**src/rtl/sift_pkg.sv**
```systemverilog
`default_nettype none
// ============================================================================
// Module   : sift_pkg
// Purpose  : Shared types and helpers for the keypoint collection path.
// Revision : 1.0 - initial release
// ============================================================================
package sift_pkg;

    typedef enum logic [1:0] {
        IDLE    = 2'd0,
        COLLECT = 2'd1,
        DONE    = 2'd2
    } kc_state_t;

    function automatic int coord_w(input int dim);
        return $clog2(dim);
    endfunction

    // Keep the low (cw - o) bits of an octave-o coordinate, optionally
    // shifting back to top-octave scale. Callers truncate to cw bits.
    function automatic logic [31:0] scale_coord(input logic [31:0] c, input int o,
                                                input int cw, input bit scale);
        logic [31:0] m;
        m = (o >= cw) ? 32'd0 : ((32'd1 << (cw - o)) - 32'd1);
        return scale ? ((c & m) << o) : (c & m);
    endfunction

    function automatic logic [31:0] pack_keypoint(input logic [31:0] oct, input logic [31:0] y,
                                                  input logic [31:0] x, input int cw);
        logic [31:0] m;
        m = (32'd1 << cw) - 32'd1;
        return (oct << (2 * cw)) | ((y & m) << cw) | (x & m);
    endfunction

endpackage
`default_nettype wire

```
**src/rtl/keypoint_rr_arbiter.sv**
```systemverilog
`default_nettype none
// ============================================================================
// Module   : keypoint_rr_arbiter
// Purpose  : Combinational one-of-N grant, round-robin from ptr or fixed
//            lowest-index priority when mode is high.
// Revision : 1.0 - initial release
// ============================================================================
module keypoint_rr_arbiter #(
    parameter int N  = 3,
    parameter int IW = 2
) (
    input  logic [N-1:0]  req,
    input  logic [IW-1:0] ptr,
    input  logic          mode,
    output logic [N-1:0]  grant,
    output logic [IW-1:0] idx
);

    always_comb begin
        int   start_i;
        int   k;
        logic found;
        grant   = '0;
        idx     = '0;
        found   = 1'b0;
        k       = 0;
        start_i = mode ? 0 : int'(ptr);
        for (int i = 0; i < N; i++) begin
            k = start_i + i;
            if (k >= N) k = k - N;
            if (!found && req[k]) begin
                found    = 1'b1;
                grant[k] = 1'b1;
                idx      = IW'(k);
            end
        end
    end

endmodule
`default_nettype wire

```
**src/rtl/keypoint_collector.sv**
```systemverilog
`default_nettype none
// ============================================================================
// Module   : keypoint_collector
// Purpose  : Merges per-octave keypoint streams into one BRAM write port,
//            tagging octave, enforcing capacity and signalling completion.
// Revision : 1.0 - initial release
// ============================================================================
module keypoint_collector
    import sift_pkg::*;
#(
    parameter int DIMENSION        = 64,
    parameter int NUMBER_OCTAVES   = 3,
    parameter int NUMBER_KEYPOINTS = 1000,
    parameter int ARB_MODE         = 0,
    parameter int SCALE_TO_TOP     = 0,
    localparam int CW = coord_w(DIMENSION),
    localparam int OW = (NUMBER_OCTAVES > 1) ? $clog2(NUMBER_OCTAVES) : 1,
    localparam int AW = $clog2(NUMBER_KEYPOINTS),
    localparam int NW = $clog2(NUMBER_KEYPOINTS + 1),
    localparam int KW = OW + 2 * CW
) (
    input  logic                         clk,
    input  logic                         rst_in,
    input  logic                         start,
    input  logic [NUMBER_OCTAVES-1:0]    oct_valid,
    output logic [NUMBER_OCTAVES-1:0]    oct_ready,
    input  logic [NUMBER_OCTAVES*CW-1:0] oct_x,
    input  logic [NUMBER_OCTAVES*CW-1:0] oct_y,
    input  logic [NUMBER_OCTAVES-1:0]    oct_done,
    output logic [AW-1:0]                key_write_addr,
    output logic                         key_wea,
    output logic [KW-1:0]                keypoint_out,
    output logic [NW-1:0]                key_count,
    output logic                         overflow,
    output logic                         busy,
    output logic                         keypoints_done
);

    localparam logic [NW-1:0] c_cap     = NW'(NUMBER_KEYPOINTS);
    localparam logic [NW-1:0] c_cap_m1  = NW'(NUMBER_KEYPOINTS - 1);
    localparam logic [OW-1:0] c_last_ch = OW'(NUMBER_OCTAVES - 1);

    kc_state_t                 r_state, w_state_next;
    logic [NUMBER_OCTAVES-1:0] r_done_lat;
    logic [NUMBER_OCTAVES-1:0] w_grant;
    logic [OW-1:0]             r_ptr, w_idx;
    logic                      r_pend;
    logic [KW-1:0]             r_data;
    logic [NW-1:0]             r_count;
    logic                      r_overflow;
    logic                      w_collect, w_start_pass, w_accept, w_full, w_write;
    logic [CW-1:0]             w_x_raw, w_y_raw;
    logic [KW-1:0]             w_packed;

    assign w_collect    = (r_state == COLLECT);
    assign w_start_pass = start && !w_collect;

    keypoint_rr_arbiter #(
        .N  (NUMBER_OCTAVES),
        .IW (OW)
    ) u_arb (
        .req   (oct_valid & {NUMBER_OCTAVES{w_collect}}),
        .ptr   (r_ptr),
        .mode  (ARB_MODE != 0),
        .grant (w_grant),
        .idx   (w_idx)
    );

    assign w_accept = |w_grant;
    // The pending write counts against capacity before it lands in r_count.
    assign w_full   = (r_count == c_cap) || (r_pend && (r_count == c_cap_m1));
    assign w_write  = w_accept && !w_full;

    assign w_x_raw  = oct_x[w_idx*CW +: CW];
    assign w_y_raw  = oct_y[w_idx*CW +: CW];
    assign w_packed = KW'(pack_keypoint(32'(w_idx),
                          scale_coord(32'(w_y_raw), int'(w_idx), CW, SCALE_TO_TOP != 0),
                          scale_coord(32'(w_x_raw), int'(w_idx), CW, SCALE_TO_TOP != 0),
                          CW));

    always_comb begin
        w_state_next = r_state;
        case (r_state)
            IDLE:    if (start) w_state_next = COLLECT;
            COLLECT: if ((&(r_done_lat | oct_done)) && !(|oct_valid) && !r_pend)
                         w_state_next = DONE;
            DONE:    if (start) w_state_next = COLLECT;
            default: w_state_next = IDLE;
        endcase
    end

    always_ff @(posedge clk or negedge rst_in) begin
        if (!rst_in) begin
            r_state    <= IDLE;
            r_done_lat <= '0;
            r_ptr      <= '0;
            r_pend     <= 1'b0;
            r_data     <= '0;
            r_count    <= '0;
            r_overflow <= 1'b0;
        end else begin
            r_state <= w_state_next;
            if (w_start_pass) begin
                r_done_lat <= '0;
                r_ptr      <= '0;
                r_pend     <= 1'b0;
                r_count    <= '0;
                r_overflow <= 1'b0;
            end else begin
                if (w_collect) r_done_lat <= r_done_lat | oct_done;
                if (r_pend)    r_count    <= r_count + 1'b1;
                r_pend <= w_write;
                if (w_write) r_data <= w_packed;
                if (w_accept && w_full) r_overflow <= 1'b1;
                if (w_accept) r_ptr <= (w_idx == c_last_ch) ? '0 : w_idx + 1'b1;
            end
        end
    end

    assign oct_ready      = w_grant;
    assign key_wea        = r_pend;
    assign key_write_addr = r_count[AW-1:0];
    assign keypoint_out   = r_data;
    assign key_count      = r_count;
    assign overflow       = r_overflow;
    assign busy           = w_collect;
    assign keypoints_done = (r_state == DONE);

endmodule
`default_nettype wire

```
**config.mk**
```make
export PLATFORM = sky130hd
export DESIGN_NAME = keypoint_collector
export DESIGN_NICKNAME = d
export VERILOG_FILES = /design/src/rtl/sift_pkg.sv /design/src/rtl/keypoint_rr_arbiter.sv /design/src/rtl/keypoint_collector.sv
export SDC_FILE = /design/constraint.sdc
export NUM_CORES = 1
export LEC_CHECK = 0
export ABC_CLOCK_PERIOD_IN_PS = 3000
export CAP_MARGIN = 20
export CORE_AREA = 2 2 76 78
export DETAILED_ROUTE_END_ITERATION = 7
export DIE_AREA = 0 0 78 80
export GPL_TIMING_DRIVEN = 0
export PLACE_DENSITY = 0.81
export SYNTH_ARGS = -nofsm -noshare
export SYNTH_HDL_FRONTEND = slang
export SYNTH_SLANG_ARGS = --single-unit
export TNS_END_PERCENT = 50
```
**constraint.sdc**
```tcl
create_clock -name clk -period 3 [get_ports clk]
set_input_delay 0.3 -clock clk [delete_from_list [all_inputs] [get_ports clk]]
set_output_delay 0.3 -clock clk [all_outputs]
set_load 0.005 [all_outputs]
```
### After elaboration in Yosys (flattened, before gate mapping)

Cells that the tools add are included.

| cells by class | value |
|---|---|
| $lt $le $gt $ge | 9 |
| reduce and logical (&&, ||, !) cells | 29 |
| bitwise gates (word level) | 9 |
| shift operators | 3 |
| multiply operators | 1 |
| equal/unequal tests | 7 |
| multiplexer cells | 39 |
| $add $sub $neg | 9 |

Operators by type and width:

| cell | count |
|---|---|
| 32-bit by 1-bit greater-or-equal comparator with 1-bit output, second input constant | 3 |
| 32-bit by 4-bit < comparator with 1-bit output, second input constant | 3 |
| 32-bit 2-to-1 mux | 3 |
| 32-bit by 3-bit greater-or-equal comparator with 1-bit output, second input constant | 2 |
| 32-bit by 3-bit subtractor with 32-bit output, second input constant | 2 |
| 18-bit by 6-bit indexed part select with 6-bit output | 2 |
| 1-bit by 32-bit << shifter with 6-bit output, first input constant | 1 |
| 10-bit equality test, second input constant | 2 |
| 10-bit 2-to-1 mux | 2 |
| 2-bit 2-to-1 mux | 8 |
| 3-bit 2-to-1 mux | 5 |
| 1-bit 2-to-1 mux | 14 |
| 14-bit by 12-bit OR with 14-bit output | 1 |
| 14-bit by 6-bit OR with 14-bit output | 1 |
| 6-bit bitwise AND | 2 |
| 1-bit logical AND | 11 |
| 10-bit by 1-bit adder with 10-bit output, second input constant | 1 |
| 3-bit OR | 3 |
| 2-bit nonzero test | 4 |
| 1-bit binary-select mux with 2-bit select | 3 |
| 1-bit demux with 2-bit select | 3 |
| 1-bit zero test | 6 |
| 3-bit OR reduction | 2 |
| 6-bit by 1-bit subtractor with 6-bit output, second input constant | 1 |
| 18 further kinds | 21 |

| word-level totals | value |
|---|---|
| input port bits | 45 |
| word-level logic and storage cells | 113 |
| output and inout bits | 41 |
| register bits | 33 |

### Depth between registers and ports, before layout

| logic depth | value |
|---|---|
| depth in word-level cells | 18 |
| gate-level depth with buffers | 10 |
| mapped depth without buffers | 8 |

### By module

Synthesis repeated with hierarchy kept, for this count alone.

| unflattened totals | value |
|---|---|
| cell total of the unflattened synthesis | 221 |
| area, all modules | 2168.3 µm² |

By module, submodules not included:

| module | cells an instance | seq. area each (µm²) | instances | area an instance (µm²) |
|---|---|---|---|---|
| keypoint_collector | 179 | 825.8 | 1 | 1848.0 |
| keypoint_rr_arbiter | 42 | 0.0 | 1 | 320.3 |

### Worst setup path after synthesis

Ideal clock, no wire load.

| path | value |
|---|---|
| path type | flip-flop to flip-flop |
| from | register r_ptr[0] |
| to | register r_data[1] (netlist: keypoint_out[1]) |
| library setup time | 0.125 ns |
| slack | 0.538 ns |
| stages on the path, launching flop included | 11 |
| data required time | 2.875 ns |
| clock period less this slack | 2.462 ns |
| path buffers | 2 |
| arrival | 2.337 ns |
| cell sequence | dfrtp_1 -> inv_1 -> ha_1 -> buf_6 -> nand2b_4 -> a221oi_4 -> nor3b_2 -> a21o_2 -> o21ai_4 -> buf_6 -> mux2_4 |

| on the way | value |
|---|---|
| cells in the longest elaborated chain, start to end | 17 |
| elaborated cells between the ends (all ways) | 59 |
| classes of those cells | add/sub: 7; mul: 1; order compare: 9; shift: 2; mux: 26; bitwise: 4; reduce/logical: 10 |

Ends and longest elaborated chain:

| item | line | source |
|---|---|---|
| start, declared | keypoint_collector.sv:46 | `logic [OW-1:0] r_ptr, w_idx;` |
| start signal, assigned | keypoint_collector.sv:115 | `if (w_accept) r_ptr <= (w_idx == c_last_ch) ? '0 : w_idx + 1'b1;` |
| parallel branches: the longest is 17 deep, another holds 32-bit by 3-bit subtractor with 32-bit output | -- |  |
| end signal, assigned | keypoint_collector.sv:113 | `if (w_write) r_data <= w_packed;` |
| end, declared | keypoint_collector.sv:48 | `logic [KW-1:0] r_data;` |

Several ways; the timed one is not identified. The select of a mux whose other input is x is not followed.
A chain may end at the register's enable or synchronous reset.

### Worst setup path after layout

| path | value |
|---|---|
| from | register r_ptr[0] |
| to | output port oct_ready[1] |

| on the way | value |
|---|---|
| cells in the longest elaborated chain, start to end | 12 |
| elaborated cells between the ends (all ways) | 46 |
| classes of those cells | add/sub: 5; order compare: 9; mux: 23; bitwise: 2; reduce/logical: 7 |

Ends and longest elaborated chain:

| item | line | source |
|---|---|---|
| parallel branches: the longest is 11 deep, another holds 32-bit by 3-bit subtractor with 32-bit output | -- |  |
| 3-bit 2-to-1 mux (*) | keypoint_rr_arbiter.sv:31 | `if (!found && req[k]) begin` |
| end, declared | keypoint_collector.sv:26 | `output logic [NUMBER_OCTAVES-1:0] oct_ready,` |

Mark *: on every way between the ends. The select of a mux whose other input is x is not followed.

==> impl_metrics.env <==
export IMPL_layout_nets=358
export IMPL_grt_first_pass_wirelength_um=8176
export IMPL_fmax_mhz=344.4
export IMPL_drive_gt1_frac=0.1596
export IMPL_initial_utilization=0.3928
export IMPL_clock_root_buffer="clkbuf_8"
export IMPL_routed_wl_um=5085
export IMPL_die_x_um=78
export IMPL_vias=1934
export IMPL_dpl_hpwl_um=3893
export IMPL_crit_family="simple AND/OR/NAND/NOR gates"
export IMPL_yosys_warnings=0
export IMPL_period_minus_slack_ns=2.903
export IMPL_ant_nets=0
export IMPL_port_buffer_count=79
export IMPL_dieArea_um2=6240
export IMPL_path_max_fanout=7
export IMPL_clockBufferDepth=2
export IMPL_relSlewSlack=0.5230
export IMPL_peakVddDrop_mv=0.5747
export IMPL_postCtsHoldBufs=0
export IMPL_fillers=466
export IMPL_place_area_um2=3003
export IMPL_final_area_um2=3154
export IMPL_leakage_nw=1.384
export IMPL_grt_overflow_total=0
export IMPL_cts_buffers=5
export IMPL_vias_per_cell=5.103
export IMPL_endpoint_kind="output pin"
export IMPL_crit_type="reg -> out"
export IMPL_area_growth_pct=48.56
export IMPL_finalSetupTns_ns=0
export IMPL_ys_seq_area_frac=0.3889
export IMPL_worstMarginPinSlew_ns=0.7155
export IMPL_required_ns=2.70
export IMPL_slew_viol_final=0
export IMPL_reg2reg_from="r_ptr[1]"
export IMPL_crit_path_start="r_ptr[0]"
export IMPL_crit_chain="inv_1 > ha_2 > or3b_4 > o22ai_2 > nor3b_4 > a21o_1 > clkdlybuf4s50_1"
export IMPL_synthDistinctLibCells=55
export IMPL_fin_crit_sh=0.9678
export IMPL_power_density_nw_per_um2=1026
export IMPL_grt_pass1_vias=1807
export IMPL_die_y_um=80
export IMPL_synth_seq_cells=33
export IMPL_row_count=27
export IMPL_drtIter0Drc=99
export IMPL_worstPathArrival_ns=2.60
export IMPL_h_tree_depth=2
export IMPL_power_mw=3.235
export IMPL_synth_async_reset_ratio=1.000
export IMPL_run_status="complete, no violations"
export IMPL_setup_violations=0
export IMPL_maxCapViolCount=0
export IMPL_diodes=0
export IMPL_grt_antenna_before_repair=0
export IMPL_start_kind="flip-flop"
export IMPL_hold_class="in -> async"
export IMPL_finalHoldViolCount=0
export IMPL_cts_clk_slew_worst_paths_ns=0.07
export IMPL_first_pass_iters=4
export IMPL_synth_edf_count=0
export IMPL_pin_count=86
export IMPL_clkLatencyLatePin_ns=0.28
export IMPL_post_place_ws_ns=0.1325
export IMPL_rsz0062_at_grt="no"
export IMPL_synth_cells=217
export IMPL_syn_area_per_cell_um2=9.785
export IMPL_cp_slowest_cell="clkdlybuf4s50_1"
export IMPL_wl_per_cell_um=13.42
export IMPL_syn_area_um2=2123
export IMPL_coreArea_um2=5405
export IMPL_synth_ff_type="dfrtp_1"
export IMPL_grt_max_degree=34
export IMPL_crit_buf_inv=2
export IMPL_gp_congestion=0.8888
export IMPL_final_util=0.5836
export IMPL_worst_clock_skew_ns=0.003572
export IMPL_cts_tree="done"
export IMPL_cts_sinks=33
export IMPL_fin_ws_ns=0.09663
export IMPL_cp_slowest_stage_delay_ns=0.49
export IMPL_post_route_drc_count=0
export IMPL_track_usage=0.1642
-- repair_timing --
| item | in CTS | in global routing |
|---|---|---|
| gates cloned | 0 | 0 |
| gates resized for setup | 2 | 3 |
| setup endpoints to repair | 2 | 2 |
| setup buffers | 1 | 1 |
| hold endpoints to repair | 0 | 0 |
-- state kept, by name, summed over array words and instances (netlist names) --
signal and flops:
r_state 2, key_count 10, r_done_lat 3, key_wea 1, keypoint_out 14, r_ptr 2, overflow 1
-- layout make-up --
class | count | area (um2) | share of cell area
Sequential cell | 33 | 825.8 | 0.2618
Tap cell | 72 | 90.09 | 0.02856
Clock inverter | 1 | 30.03 | 0.009520
Inverter | 17 | 63.81 | 0.02023
Buffer | 17 | 122.6 | 0.03887
Timing Repair Buffer | 81 | 803.3 | 0.2547
Clock buffer | 7 | 86.33 | 0.02737
Multi-Input combinational cell | 151 | 1132 | 0.3590
-- cells by family after synthesis --
kind of cell	Yosys count	share of synthesized area
flip-flops	33	0.3889
buffers and inverters	34	0.08780
AND/OR/NAND/NOR	66	0.1703
adder cells (fa/ha/maj)	7	0.04125
AO/OA/AOI/OAI	51	0.1862
multiplexers	18	0.09487
XOR/XNOR	7	0.02888
other	1	0.001766
-- Yosys cell counts, types with 3 or more instances --
cell type | n | share of area
xor2_1 | 5 | 0.021
mux2_2 | 5 | 0.027
o21ai_0 | 4 | 0.0094
buf_4 | 11 | 0.039
mux2_4 | 3 | 0.021
a21oi_1 | 14 | 0.033
dfrtp_1 | 33 | 0.39
a22o_1 | 5 | 0.021
nand2b_1 | 7 | 0.021
nor3_1 | 3 | 0.0071
mux2i_1 | 10 | 0.047
nor2_1 | 18 | 0.032
o22ai_1 | 7 | 0.021
ha_1 | 7 | 0.041
nand2_1 | 12 | 0.021
inv_1 | 16 | 0.028
a22oi_1 | 4 | 0.014
nand4_1 | 4 | 0.012
-- final timing paths --
path	endpoint	slack, ns	cells after the start
max in group asynchronous	r_ptr[0]	2.47	1
min	r_done_lat[0]	0.07	1
min in group clk	r_done_lat[1]	0.50	2
max reg2reg	keypoint_out[1]	0.26	10
min reg2reg	r_done_lat[1]	0.50	2
max	oct_ready[1]	0.1	7
-- routing by layer --
metal | share of wire | GRT usage | vias to the layer above
li1 | - | - | 942
met1 | 0.43 | 0.2037 | 915
met5 | 0 | 0 | -
met2 | 0.48 | 0.2776 | 72
met4 | 0.0083 | 0.03684 | 0
met3 | 0.072 | 0.05543 | 5
-- placed cells by master, fill, tap and decap left out, types with 2 or more instances in the layout --
master / instances
nor3b_1: 2
nor3_1: 3
mux2_2: 5
ha_1: 6
clkbuf_1: 3
xnor2_1: 2
nand4b_1: 2
nand4_1: 4
clkdlybuf4s50_1: 77
nand3b_1: 2
nand2_1: 12
xor2_1: 5
buf_4: 13
or2_2: 2
a211oi_1: 2
mux2i_1: 10
nand2b_1: 7
dfrtp_1: 33
o22ai_1: 6
conb_1: 2
nor2b_1: 2
clkbuf_8: 6
nor2_1: 18
a22o_1: 5
nand3_1: 2
a21oi_1: 14
or3_1: 2
o22ai_2: 2
inv_1: 16
a22oi_1: 4
o21ai_0: 4
buf_2: 3
mux2_4: 3
buf_6: 2
-- stage by stage --
step                      hold slack, ns  instances
after floorplan                 0.004409        218
final                            0.06719        379
after CTS                         0.1018        378
after global routing              0.1368        379
after detailed placement          0.4079        369
after global placement            0.4753        369
-- where the power goes --
group | switching, mW | internal (mW) | leakage [nW]
registers | 0.124 | 0.613 | 0.418
logic | 0.963 | 1.10 | 0.907
clock network | 0.161 | 0.271 | 0.0585
total | 1.25 | 1.99 | 1.38
Note: power is estimated with default switching activity, not from simulation.
==> RTL edit 1, RTL diff (same flow settings) <==
Change the parameter `NUMBER_KEYPOINTS` from 1000 to 4000.
--- a/src/rtl/keypoint_collector.sv
+++ b/src/rtl/keypoint_collector.sv
@@ -10,7 +10,7 @@
 #(
     parameter int DIMENSION        = 64,
     parameter int NUMBER_OCTAVES   = 3,
-    parameter int NUMBER_KEYPOINTS = 1000,
+    parameter int NUMBER_KEYPOINTS = 4000,
     parameter int ARB_MODE         = 0,
     parameter int SCALE_TO_TOP     = 0,
     localparam int CW = coord_w(DIMENSION),
Interface: changed (resized key_count and key_write_addr); port bits go from 86 to 90. No check against the original RTL was run, so the function may have changed too.
==> RTL edit 1 against the unedited design <==
Area after synthesis is 3.2% higher. First-iteration DRC count fell by 17%. Cell area up 7.4%. Sequential cell count is 2 higher. Power increased by 13%. Combinational power is 22% higher. Routed wire length up 5.8%. Worst setup slack gained 0.0062 ns. Fmax increased by 0.22%. Critical path type is now register to register. Largest power group unchanged.
==> RTL edit 1: results (changes against the unedited design) <==
first-pass GRT wire length 8770 um (+7.3%); worst slew pin tran 0.977 ns (+0.262 ns); Clock group 0.000345 W (-20%); post-synth cell types 52 (-5.5%); reg2reg end keypoint_out[13]$_DFFE_PN0P_; layout cell share with drive strength beyond 1 19.4% (+3.4 points); worst slack at placement -0.181 ns (-0.314 ns); Clock Path Buffers 2 (unchanged); grt met2 use 28.7% (+0.95 points); Post-Route M1 WL 2350 um (+6.2%); Hold Buf Count CTS 0 (unchanged); R2R setup slack 0.10 ns (-0.16 ns); Placer Congestion 0.858 (-3.5%); Via density 5.10 (about the same); met1 GRT Util 22.0% (+1.6 points); pin count of the biggest net entering global routing 36 (+5.9%); final WL 5380 um (+5.8%); crit path DAT 3.08 ns (+0.48 ns); port buffer count 83 (+5.1%); synthesized area per cell 9.53 um^2 (-2.6%); Sw Ratio 38.5% (-0.054 points); fillers 459 (-1.5%); area post-placement 3110 um^2 (+3.6%); vias in the first global route 1985 (+9.9%); worst hold slack 0.0840 ns (+0.0168 ns); seq pwr 0.000773 W (+4.9%); Max rail drop VDD 0.000772 V (+34%); largest fanout on the critical path 8 (+1); Power Total 0.00365 W (+13%); CTS-repair resized insts 1 (-1); count of final hold-check violations 0 (unchanged); leakage power 1.48 nW (+7.3%); Inst Count DP 386 (+4.6%); DR top layer met4; postcts setup bufs 0 (-1); Post-DP HPWL 3990 um (+2.6%); GRT Util Overall 17.6% (+1.1 points); Worst Skew 0.00750 ns (+0.00393 ns); drt pass-1 iters 4 (unchanged); max incr delay on CP 0.42 ns (-0.07 ns); commonest cells in the netlist dfrtp_1 (35), nor2_1 (21), a21oi_1 (19); metal2 WL 2570 um (+4.1%); initial antenna violation count 0 (unchanged); outcome completed; Root Buffer clkbuf_8; fin cells 407 (+7.4%); Num CTS Buffers 5 (unchanged); synth top area cells dfrtp_1 (40%), mux2i_1 (4.6%), a21oi_1 (4.3%); GRT met3 Usage 5.77% (+0.23 points); R2R Path Start r_ptr[1]$_DFFE_PN0P_; met3 wire length 404 um (+9.8%); sequential share of the synthesized area 40.0% (+1.1 points); Worst Reg-to-Reg Cells 11 (+1); Critical-path top delay cell nor4b_4; Crit Path Category register to register; fmax 345 MHz (+0.22%); initial DRC count 82 (-17%); PD cells 1080 nW/um^2 (+5.1%)
==> RTL edit 1: cell count changes after synthesis, moves of 3 or more <==
cell	unedited run	this run
o22ai_1	7	2
nor2b_1	2	5
nand3_1	2	7
a21oi_1	14	19
clkbuf_1	2	5
nor2_1	18	21
nand2b_1	7	1
a211o_1	0	3
==> RTL edit 1: cells by family after synthesis <==
logic type / count (synthesis) / share of synthesized area [%]
AND/OR/NAND/NOR: 68 / 17.4
AO/OA/AOI/OAI: 55 / 17.0
buffers and inverters: 38 / 9.36
flip-flops: 35 / 40.0
multiplexers: 17 / 8.50
XOR/XNOR: 9 / 3.60
adder cells (fa/ha/maj): 7 / 4.00
other: 1 / 0.171
==> RTL edit 1: layout make-up <==
type | count | area share (%)
buffer | 21 | 4.40
inverter | 17 | 1.88
sequential | 35 | 25.9
clock inverter | 3 | 0.591
timing repair buffer | 96 | 27.6
multi-input combinational | 158 | 34.9
tap | 72 | 2.66
clock buffer | 5 | 2.03
==> RTL edit 2, RTL diff (same settings) <==
Made on the original files. Put one more register stage on the output `key_count`. The value now appears one clock later. The other outputs are not delayed to match.
--- a/src/rtl/keypoint_collector.sv
+++ b/src/rtl/keypoint_collector.sv
@@ -121,7 +121,9 @@
     assign key_wea        = r_pend;
     assign key_write_addr = r_count[AW-1:0];
     assign keypoint_out   = r_data;
-    assign key_count      = r_count;
+    always_ff @(posedge clk) begin
+        key_count <= r_count;
+    end
     assign overflow       = r_overflow;
     assign busy           = w_collect;
     assign keypoints_done = (r_state == DONE);
Behaviour: not the same (Yosys sat finds a counterexample within 4 cycles, from zero or initial values and one cycle with rst_in low).
==> RTL edit 2 against the unedited design <==
Sequential cell count is 10 higher. Routed wire length is 0.83% lower. Power is 5.6% higher. Area after synthesis is 6.8% higher. Clock power is 4.6% lower. Critical path depth is 1 higher. Sequential share of layout area is 4.9 points higher. Cell area is 4.7% higher. Worst setup slack better by 0.0087 ns. First-iteration DRC count is 35% lower. Register-to-register slack worse by 0.09 ns. Fmax is 0.30% higher.
==> RTL edit 2: results (changes against the unedited design) <==
outcome completed; final WL 5040 um (-0.83%); vias in the first global route 1886 (+4.4%); post-synthesis mux area share 13.5% (+4.0 points); R2R setup slack 0.17 ns (-0.09 ns); layout cell share with drive strength beyond 1 11.7% (-4.2 points); worst hold slack 0.0661 ns (-0.00113 ns); CTS-repair resized insts 1 (-1); metal2 WL 2430 um (-1.3%); FFs w/ async S/R, synth 76.7% (-23 points); leakage power 1.41 nW (+1.7%); slew margin rel. 51.1% (-1.2 points); sequential share of the synthesized area 45.3% (+6.4 points); adder-cell area share of the yosys netlist 3.86% (-0.26 points); post-synth cell types 49 (-11%); initial DRC count 64 (-35%); Post-DP HPWL 3930 um (+0.86%); R2R Path Start r_ptr[0]$_DFFE_PN0P_; Reg power frac 26.5% (+3.7 points); Syn Inst Count 219 (+0.92%); sw power 0.00129 W (+3.5%); Inst Count DP 371 (+0.54%); worst slack at placement 0.163 ns (+0.0308 ns); grt met2 use 29.7% (+2.0 points); GRT Util Overall 17.2% (+0.80 points); CP top delay family buffers and inverters; Synth Area in XOR/XNOR 2.70% (-0.18 points); met3 wire length 404 um (+9.8%); commonest cells in the netlist dfrtp_1 (33), nor2_1 (22), inv_1 (18)
[RTL edit 2: cell types whose count changed after synthesis, moves of 5 or more]
cell | before | now
buf_4 | 11 | 0
dfxtp_1 | 0 | 10
a21oi_1 | 14 | 7
o22ai_1 | 7 | 2
[RTL edit 2: worst max-delay path by stage]
stage | start | end | slack [ns] | cells past startpoint
6_report | r_ptr[0]$_DFFE_PN0P_ | oct_ready[0] | 0.11 | 8
5_1_grt | r_ptr[0]$_DFFE_PN0P_ | oct_ready[1] | -0.04 | 8
4_1_cts | r_ptr[1]$_DFFE_PN0P_ | oct_ready[0] | 0.02 | 8
3_5_place_dp | r_ptr[0]$_DFFE_PN0P_ | keypoint_out[10]$_DFFE_PN0P_ | 0.16 | 10
3_3_place_gp | r_ptr[0]$_DFFE_PN0P_ | keypoint_out[12]$_DFFE_PN0P_ | 0.18 | 10
2_1_floorplan | r_ptr[0]$_DFFE_PN0P_ | keypoint_out[10]$_DFFE_PN0P_ | 0.41 | 10
[RTL edit 2: layout make-up]
class / count / area, um^2
Buffer: 8 / 63.8
Clock buffer: 6 / 93.8
Clock inverter: 2 / 13.8
Fill cell: 481 / 2100
Inverter: 19 / 72.6
Multi-Input combinational cell: 150 / 1160
Sequential cell: 43 / 1030
Tap cell: 72 / 90.1
Timing Repair Buffer: 79 / 786
[RTL edit 2: kinds of logic (layout without fill, tap and decap cells)]
kind of cell | Yosys count | in the layout
adder cells (fa/ha/maj) | 7 | 7
buffers and inverters | 27 | 114
other | 1 | 2
AO/OA/AOI/OAI | 38 | 38
XOR/XNOR | 7 | 7
AND/OR/NAND/NOR | 68 | 68
flip-flops | 43 | 43
multiplexers | 28 | 28
